**config.mk**
```make
export PLATFORM = sky130hd
export DESIGN_NAME = pending_encoder_8_3_flat
export DESIGN_NICKNAME = d
export VERILOG_FILES = /design/src/rtl/pending_encoder_8_3_pkg.sv /design/src/rtl/pending_encoder_8_3_if.sv /design/src/rtl/pending_encoder_8_3_prio_pick.sv /design/src/rtl/pending_encoder_8_3.sv /design/src/flat_wrapper.sv
export SDC_FILE = /design/constraint.sdc
export NUM_CORES = 1
export LEC_CHECK = 0
export ABC_CLOCK_PERIOD_IN_PS = 2200
export CAP_MARGIN = 5
export CORE_MARGIN = 10
export CORE_UTILIZATION = 43
export DETAILED_ROUTE_END_ITERATION = 10
export PLACE_DENSITY = 0.77
export SKIP_CTS_REPAIR_TIMING = 1
export SYNTH_ARGS = -nofsm -noshare
export SYNTH_HDL_FRONTEND = slang
export SYNTH_SLANG_ARGS = --single-unit
```
**constraint.sdc**
```tcl
create_clock -name clk -period 2.2 [get_ports clk]
set_input_delay 0.44 -clock clk [delete_from_list [all_inputs] [get_ports clk]]
set_output_delay 0.44 -clock clk [all_outputs]
set_load 0.02 [all_outputs]
```
**src/rtl/pending_encoder_8_3_pkg.sv**
```systemverilog
// -----------------------------------------------------------------------------
// enc_pkg
// Shared definitions for pending_encoder_8_3.
//   N_DEF / W_DEF : default line count and index width
//   N_MAX         : widest supported request line (onehot() result width)
//   enc_state_t   : IDLE (nothing presented) / PRESENT (index on Out)
//   onehot()      : index -> N_MAX-bit one-hot mask; callers truncate to N
// Optional build macro used by the block: ROUND_ROBIN_EN.
// -----------------------------------------------------------------------------
package enc_pkg;

   localparam int N_DEF = 8;
   localparam int W_DEF = 3;
   localparam int N_MAX = 64;

   typedef enum logic {
      IDLE    = 1'b0,
      PRESENT = 1'b1
   } enc_state_t;

   function automatic logic [N_MAX-1:0] onehot(input logic [5:0] idx);
      logic [N_MAX-1:0] m;
      m = {{(N_MAX-1){1'b0}}, 1'b1};
      return m << idx;
   endfunction

endpackage

```
**src/rtl/pending_encoder_8_3_if.sv**
```systemverilog
// -----------------------------------------------------------------------------
// pending_encoder_8_3_if
// Request capture and index handshake bundle for pending_encoder_8_3.
//   E         : capture enable (master -> slave)
//   In        : N request pulses (master -> slave)
//   Out       : W-bit presented index (slave -> master)
//   out_valid : Out holds a valid index (slave -> master)
//   out_ready : consumer accepts Out this cycle (master -> slave)
//   pending   : registered pending vector (slave -> master)
//   coalesced : one-cycle pulse, a request hit an already-pending line
// Handshake: a transfer happens on a rising edge where out_valid and
// out_ready are both 1; while out_valid=1 and out_ready=0, Out is held.
// Optional build macro used by the block: ROUND_ROBIN_EN (no effect here).
// -----------------------------------------------------------------------------
interface pending_encoder_8_3_if #(
   parameter int N = 8,
   parameter int W = $clog2(N)
);
   logic         E;
   logic [N-1:0] In;
   logic [W-1:0] Out;
   logic         out_valid;
   logic         out_ready;
   logic [N-1:0] pending;
   logic         coalesced;

   modport master (
      output E, In, out_ready,
      input  Out, out_valid, pending, coalesced
   );

   modport slave (
      input  E, In, out_ready,
      output Out, out_valid, pending, coalesced
   );
endinterface

```
**src/rtl/pending_encoder_8_3_prio_pick.sv**
```systemverilog
// -----------------------------------------------------------------------------
// prio_pick
// Combinational priority picker.
//   vec  : candidate lines
//   base : last accepted index (only meaningful with ROUND_ROBIN_EN)
//   idx  : selected line (0 when none)
//   any  : vec has at least one set bit
// ROUND_ROBIN_EN undefined: highest set index wins.
// ROUND_ROBIN_EN defined  : search downward from base-1, wrapping from 0 to
//                           N-1; base itself has lowest priority.
// -----------------------------------------------------------------------------
module prio_pick #(
   parameter int N = 8,
   parameter int W = $clog2(N)
) (
   input  logic [N-1:0] vec,
   input  logic [W-1:0] base,
   output logic [W-1:0] idx,
   output logic         any
);

`ifdef ROUND_ROBIN_EN
   // Walk from lowest priority (base itself, k=N) to highest (base-1, k=1);
   // the last hit overwrites earlier ones. Index math wraps modulo N.
   always_comb begin
      logic [W-1:0] j;
      j   = '0;
      idx = '0;
      any = 1'b0;
      for (int k = N; k >= 1; k--) begin
         j = base - W'(k);
         if (vec[j]) begin
            idx = j;
            any = 1'b1;
         end
      end
   end
`else
   logic w_unused_base;
   assign w_unused_base = ^base;

   // Ascending scan, last hit wins -> highest set index.
   always_comb begin
      idx = '0;
      any = 1'b0;
      for (int i = 0; i < N; i++) begin
         if (vec[i]) begin
            idx = W'(i);
            any = 1'b1;
         end
      end
   end
`endif

endmodule

```
**src/rtl/pending_encoder_8_3.sv**
```systemverilog
// -----------------------------------------------------------------------------
// pending_encoder_8_3
// Captures request pulses into a pending register and presents one pending
// line at a time as a binary index over a valid/ready handshake, clearing
// each line as it is accepted.
//   clk         : rising-edge clock
//   rst         : synchronous active-high reset
//   bus (slave) : E, In, Out, out_valid, out_ready, pending, coalesced
//   o_dbg_state : current FSM state
// Build macro ROUND_ROBIN_EN: rotating priority around the last accepted
// index (adds a last_idx register); undefined gives fixed highest-index
// priority.
// All outputs come straight from registers.
// -----------------------------------------------------------------------------
module pending_encoder_8_3
   import enc_pkg::*;
#(
   parameter int N = N_DEF,
   parameter int W = $clog2(N)
) (
   input  logic                  clk,
   input  logic                  rst,
   pending_encoder_8_3_if.slave  bus,
   output enc_state_t            o_dbg_state
);

   enc_state_t   r_state;
   enc_state_t   w_state_nxt;
   logic [N-1:0] r_pending;
   logic [W-1:0] r_out;
   logic         r_coal;

   logic         w_accept;
   logic [N-1:0] w_set;
   logic [N-1:0] w_clr;
   logic [N-1:0] w_cand;
   logic [W-1:0] w_base;
   logic [W-1:0] w_pick_idx;
   logic         w_pick_any;
   logic         w_load;
   logic [W-1:0] w_out_nxt;

   assign w_accept = (r_state == PRESENT) && bus.out_ready;
   assign w_set    = bus.E ? bus.In : '0;
   assign w_clr    = w_accept ? N'(onehot(6'(r_out))) : '0;
   // Candidate excludes this cycle's new sets; in IDLE w_clr is 0 so this
   // is just the pending vector.
   assign w_cand   = r_pending & ~w_clr;

`ifdef ROUND_ROBIN_EN
   logic [W-1:0] r_last_idx;

   always_ff @(posedge clk) begin
      if (rst)           r_last_idx <= '0;
      else if (w_accept) r_last_idx <= r_out;
   end

   // The index being accepted this cycle is already the "last" one for the
   // pick that replaces it.
   assign w_base = w_accept ? r_out : r_last_idx;
`else
   assign w_base = '0;
`endif

   prio_pick #(.N(N), .W(W)) u_pick (
      .vec  (w_cand),
      .base (w_base),
      .idx  (w_pick_idx),
      .any  (w_pick_any)
   );

   // State register plus registered datapath.
   always_ff @(posedge clk) begin
      if (rst) begin
         r_state   <= IDLE;
         r_pending <= '0;
         r_out     <= '0;
         r_coal    <= 1'b0;
      end else begin
         r_state   <= w_state_nxt;
         // Set wins over clear on the same line.
         r_pending <= w_cand | w_set;
         r_coal    <= |(w_set & w_cand);
         if (w_load) r_out <= w_out_nxt;
      end
   end

   // Next-state logic.
   always_comb begin
      w_state_nxt = r_state;
      case (r_state)
         IDLE:    if (w_pick_any) w_state_nxt = PRESENT;
         PRESENT: if (bus.out_ready && !w_pick_any) w_state_nxt = IDLE;
         default: w_state_nxt = IDLE;
      endcase
   end

   // Output logic: when to load a fresh index into Out. With out_ready=0 in
   // PRESENT nothing loads, so a higher-priority arrival cannot preempt.
   always_comb begin
      w_load    = 1'b0;
      w_out_nxt = w_pick_idx;
      case (r_state)
         IDLE:    w_load = w_pick_any;
         PRESENT: w_load = bus.out_ready && w_pick_any;
         default: w_load = 1'b0;
      endcase
   end

   assign bus.Out       = r_out;
   assign bus.out_valid = (r_state == PRESENT);
   assign bus.pending   = r_pending;
   assign bus.coalesced = r_coal;
   assign o_dbg_state   = r_state;

endmodule
```
**src/flat_wrapper.sv**
```systemverilog
// flat-port wrapper written by rule: the top's interface ports become plain ports
module pending_encoder_8_3_flat import enc_pkg::*;
#(
   parameter int N = N_DEF,
   parameter int W = $clog2(N)
)
  (clk, rst, o_dbg_state, bus_E, bus_In, bus_out_ready, bus_Out, bus_out_valid, bus_pending, bus_coalesced);
  pending_encoder_8_3_if #(.N(N), .W(W)) bus_i ();
  input  logic clk;
  input  logic rst;
  output enc_state_t o_dbg_state;
  input wire logic [$bits(bus_i.E)-1:0] bus_E;
  input wire logic [$bits(bus_i.In)-1:0] bus_In;
  input wire logic [$bits(bus_i.out_ready)-1:0] bus_out_ready;
  output wire logic [$bits(bus_i.Out)-1:0] bus_Out;
  output wire logic [$bits(bus_i.out_valid)-1:0] bus_out_valid;
  output wire logic [$bits(bus_i.pending)-1:0] bus_pending;
  output wire logic [$bits(bus_i.coalesced)-1:0] bus_coalesced;
  assign bus_i.E = bus_E;
  assign bus_i.In = bus_In;
  assign bus_i.out_ready = bus_out_ready;
  assign bus_Out = bus_i.Out;
  assign bus_out_valid = bus_i.out_valid;
  assign bus_pending = bus_i.pending;
  assign bus_coalesced = bus_i.coalesced;
  pending_encoder_8_3 #(.N(N), .W(W)) u_core (.clk(clk), .rst(rst), .bus(bus_i), .o_dbg_state(o_dbg_state));
endmodule
```
==> impl_metrics.yaml <==
critical_path:
  crit_start: "bus_out_ready"
  r2r_slack_ps: 470
  crit_path_start_kind: "input pin"
  critPathCapture: "u_core.bus.Out[1]$_SDFFE_PP0P_"
  critical_path.max_stage_delay_ps: 590
  path_cells: "clkdlybuf4s50_1 > nand3b_4 > o31ai_2 > and4_4 > a21oi_2 > mux2_4"
  reg2reg_from: "u_core.bus.out_valid$_SDFF_PP0_"
  cp.arrival_ps: 2150
  cp_data_required_time_ps: 2380
  endpoint_kind: "flip-flop"
  cpMaxStageDelayCell: "clkdlybuf4s50_1"
  worstPathMaxFanout: 6
  criticalPathCategory: "input pin to flip-flop"
  r2r-end: "u_core.bus.Out[1]$_SDFFE_PP0P_"
  rr_worst_depth: 5
cts:
  clk_path_buf_depth: 2
  numClockSinks: 13
  cts_tree: "done"
  cts_buffers: 3
  cts-root-buf: "clkbuf_4"
  clk_latency_ps: 280
  clk_pin_slew_worst_paths_ps: 80
  cts_max_level: 1
final_layout:
  area_delta_synth_final_pct: 48.97
  final_cell_mix: "clkdlybuf4s50_1 (25), dfxtp_1 (13), nand2_1 (10), buf_4 (10), a21oi_1 (8)"
  antenna_cells: 0
  drive_above_1_share_pct: 26.09
  final_common_cell: "clkdlybuf4s50_1"
  nets: 128
  n_fill_cell: 123
  design_area_mm2: 0.001085
die:
  fp.dieH_um: 61.15
  pin_count: 26
  design.die.area_mm2: 0.003739
  initial_core_util_pct: 46.71
  rows: 14
  core-area_mm2: 0.001559
  fp.dieW_um: 61.15
sta:
  max_freq_mhz: 508.1
  drv_slew: 0
  setup_violations: 0
  finalCriticalPeriod_ps: 1968
  fin_skew_ps: 1.866
  tightest_slew_ps: 328.1
  hold_viol_final: 0
  fin_setup_tns_ps: 0
  holdWs_ps: 611.0
  rsz0062_at_grt: "false"
  fin_crit_sh_pct: 89.46
  slew-limit-headroom_pct: 78.06
logic_synthesis:
  yosysWarningCount: 0
  netlist_instances: 79
  synthTopCellsByArea: "dfxtp_1 (36%), a21oi_1 (5.5%), nand2_1 (5.2%), inv_1 (3.6%), o21ai_2 (3.6%)"
  synth_area_um2: 728.2
  synth.distinct_cells: 32
  ys_seq_elements: 13
  synth_top_area_cell: "dfxtp_1"
  syn_area_per_cell_um2: 9.218
  synth_top_cell_area_share_pct: 35.74
  synth_fp_nets: 91
  ys_seq_area_share_pct: 35.74
pwr:
  vdd_drop_max_mv: 0.4891
  power.density_mw_per_mm2: 633.7
  p_leak_nw: 0.4367
global_routing:
  overflow: 0
  grt_util_all_layers_pct: 12.55
  grt_max_degree: 10
  grt_pass1_vias: 768
  grt_pass1_wl_mm: 3.560
  antenna_found_initial: 0
route:
  drt_iter0_markers: 10
  vias_per_cell: 5.695
  drtAntennaViolNets: 0
  drt_first_pass_iters: 4
  wl_per_cell_um: 16.63
  route.detailed.drc: 0
  wirelength_mm: 2.178
  dr_total_vias: 746
placement:
  dp_hpwl_mm: 1.779
  port_buffers: 25
  place_area_mm2: 0.001059
  place_congestion: 0.8359
worst_hold_path:
  hold_class: "flip-flop to flip-flop"
  hold_depth: 2
job:
  max_cap_viol_count: 0
outcome:
  outcome: "completed"
-- per-layer routing --
layer	track usage [%]	wire, µm
met3	1.852	155
met2	20.27	991
met1	15.14	969
met5	0	0
met4	8.143	61
-- Yosys cell counts --
library cell  count
nor3b_1           1
nor4_1            1
dfxtp_1          13
mux2_4            1
nand2_1          10
o32ai_1           1
and2b_2           2
or2b_2            1
buf_4             1
and4_4            2
nor2b_1           1
a21oi_1           8
a221oi_2          1
a211o_2           1
o22ai_1           2
nand2b_1          2
inv_1             7
nand3_4           1
nand3b_4          1
clkbuf_1          2
o31ai_4           1
o21ai_2           3
a211oi_1          1
or2b_1            1
a21o_2            1
a31oi_1           2
o21a_1            3
a21oi_2           1
o2bb2ai_1         2
o221ai_1          1
o31ai_2           1
o21ai_1           3
-- cells by family (layout without fill, tap and decap cells) --
group / after synthesis / count (layout) / synth area share, %
compound gates: 32 / 32 / 34.02
buf+inv: 10 / 46 / 5.672
flops: 13 / 13 / 35.74
mux: 1 / 1 / 2.061
simple gates: 23 / 23 / 22.51
-- sequential cells by signal, summed over array words and instances, names as in the netlist --
name                  count
u_core.bus.coalesced      1
u_core.bus.pending        8
u_core.bus.Out            3
u_core.bus.out_valid      1
-- metrics by stage --
step,cells,worst slack [ps],utilization (%),power (mW)
2_1_floorplan,79,499.5,-,0.4232
3_3_place_gp,127,-44.01,67.90,0.5322
3_5_place_dp,127,-56.75,67.90,0.5357
4_1_cts,131,243.3,69.58,0.6858
5_1_grt,131,156.7,69.58,0.7185
6_report,131,231.8,69.58,0.6874
-- final cells by class --
type / instances / area (µm²) / area share (%)
flip-flops and latches: 13 / 260.3 / 23.99
clock buffers: 4 / 26.28 / 2.422
well taps: 16 / 20.02 / 1.845
multi-input cells: 56 / 426.7 / 39.33
repair buffers: 35 / 325.3 / 29.99
inverters: 7 / 26.28 / 2.422
-- worst min-delay path by stage --
stage	slack (ps)	startpoint	end
CTS	600	u_core.bus.Out[0]$_SDFFE_PP0P_	u_core.bus.Out[0]$_SDFFE_PP0P_
global route	630	u_core.bus.pending[0]$_SDFF_PP0_	u_core.bus.pending[0]$_SDFF_PP0_
floorplan	510	rst	u_core.bus.Out[0]$_SDFFE_PP0P_
global placement	570	u_core.bus.Out[0]$_SDFFE_PP0P_	u_core.bus.Out[0]$_SDFFE_PP0P_
finish	610	u_core.bus.Out[0]$_SDFFE_PP0P_	u_core.bus.Out[0]$_SDFFE_PP0P_
detailed placement	590	u_core.bus.Out[0]$_SDFFE_PP0P_	u_core.bus.Out[0]$_SDFFE_PP0P_
-- critical path, delay by kind of cell --
kind	cells	cell delay [ps]
AND/OR/NAND/NOR	2	460
buffers and inverters	1	590
AO/OA/AOI/OAI	2	360
multiplexers	1	290
-- power breakdown --
group / switching (mW) / total [mW] / internal [mW]
sequential: 0.0314 / 0.289 / 0.257
clock: 0.0845 / 0.155 / 0.0704
combinational: 0.116 / 0.244 / 0.128
total: 0.232 / 0.687 / 0.456
(Power assumes the default switching activity.)
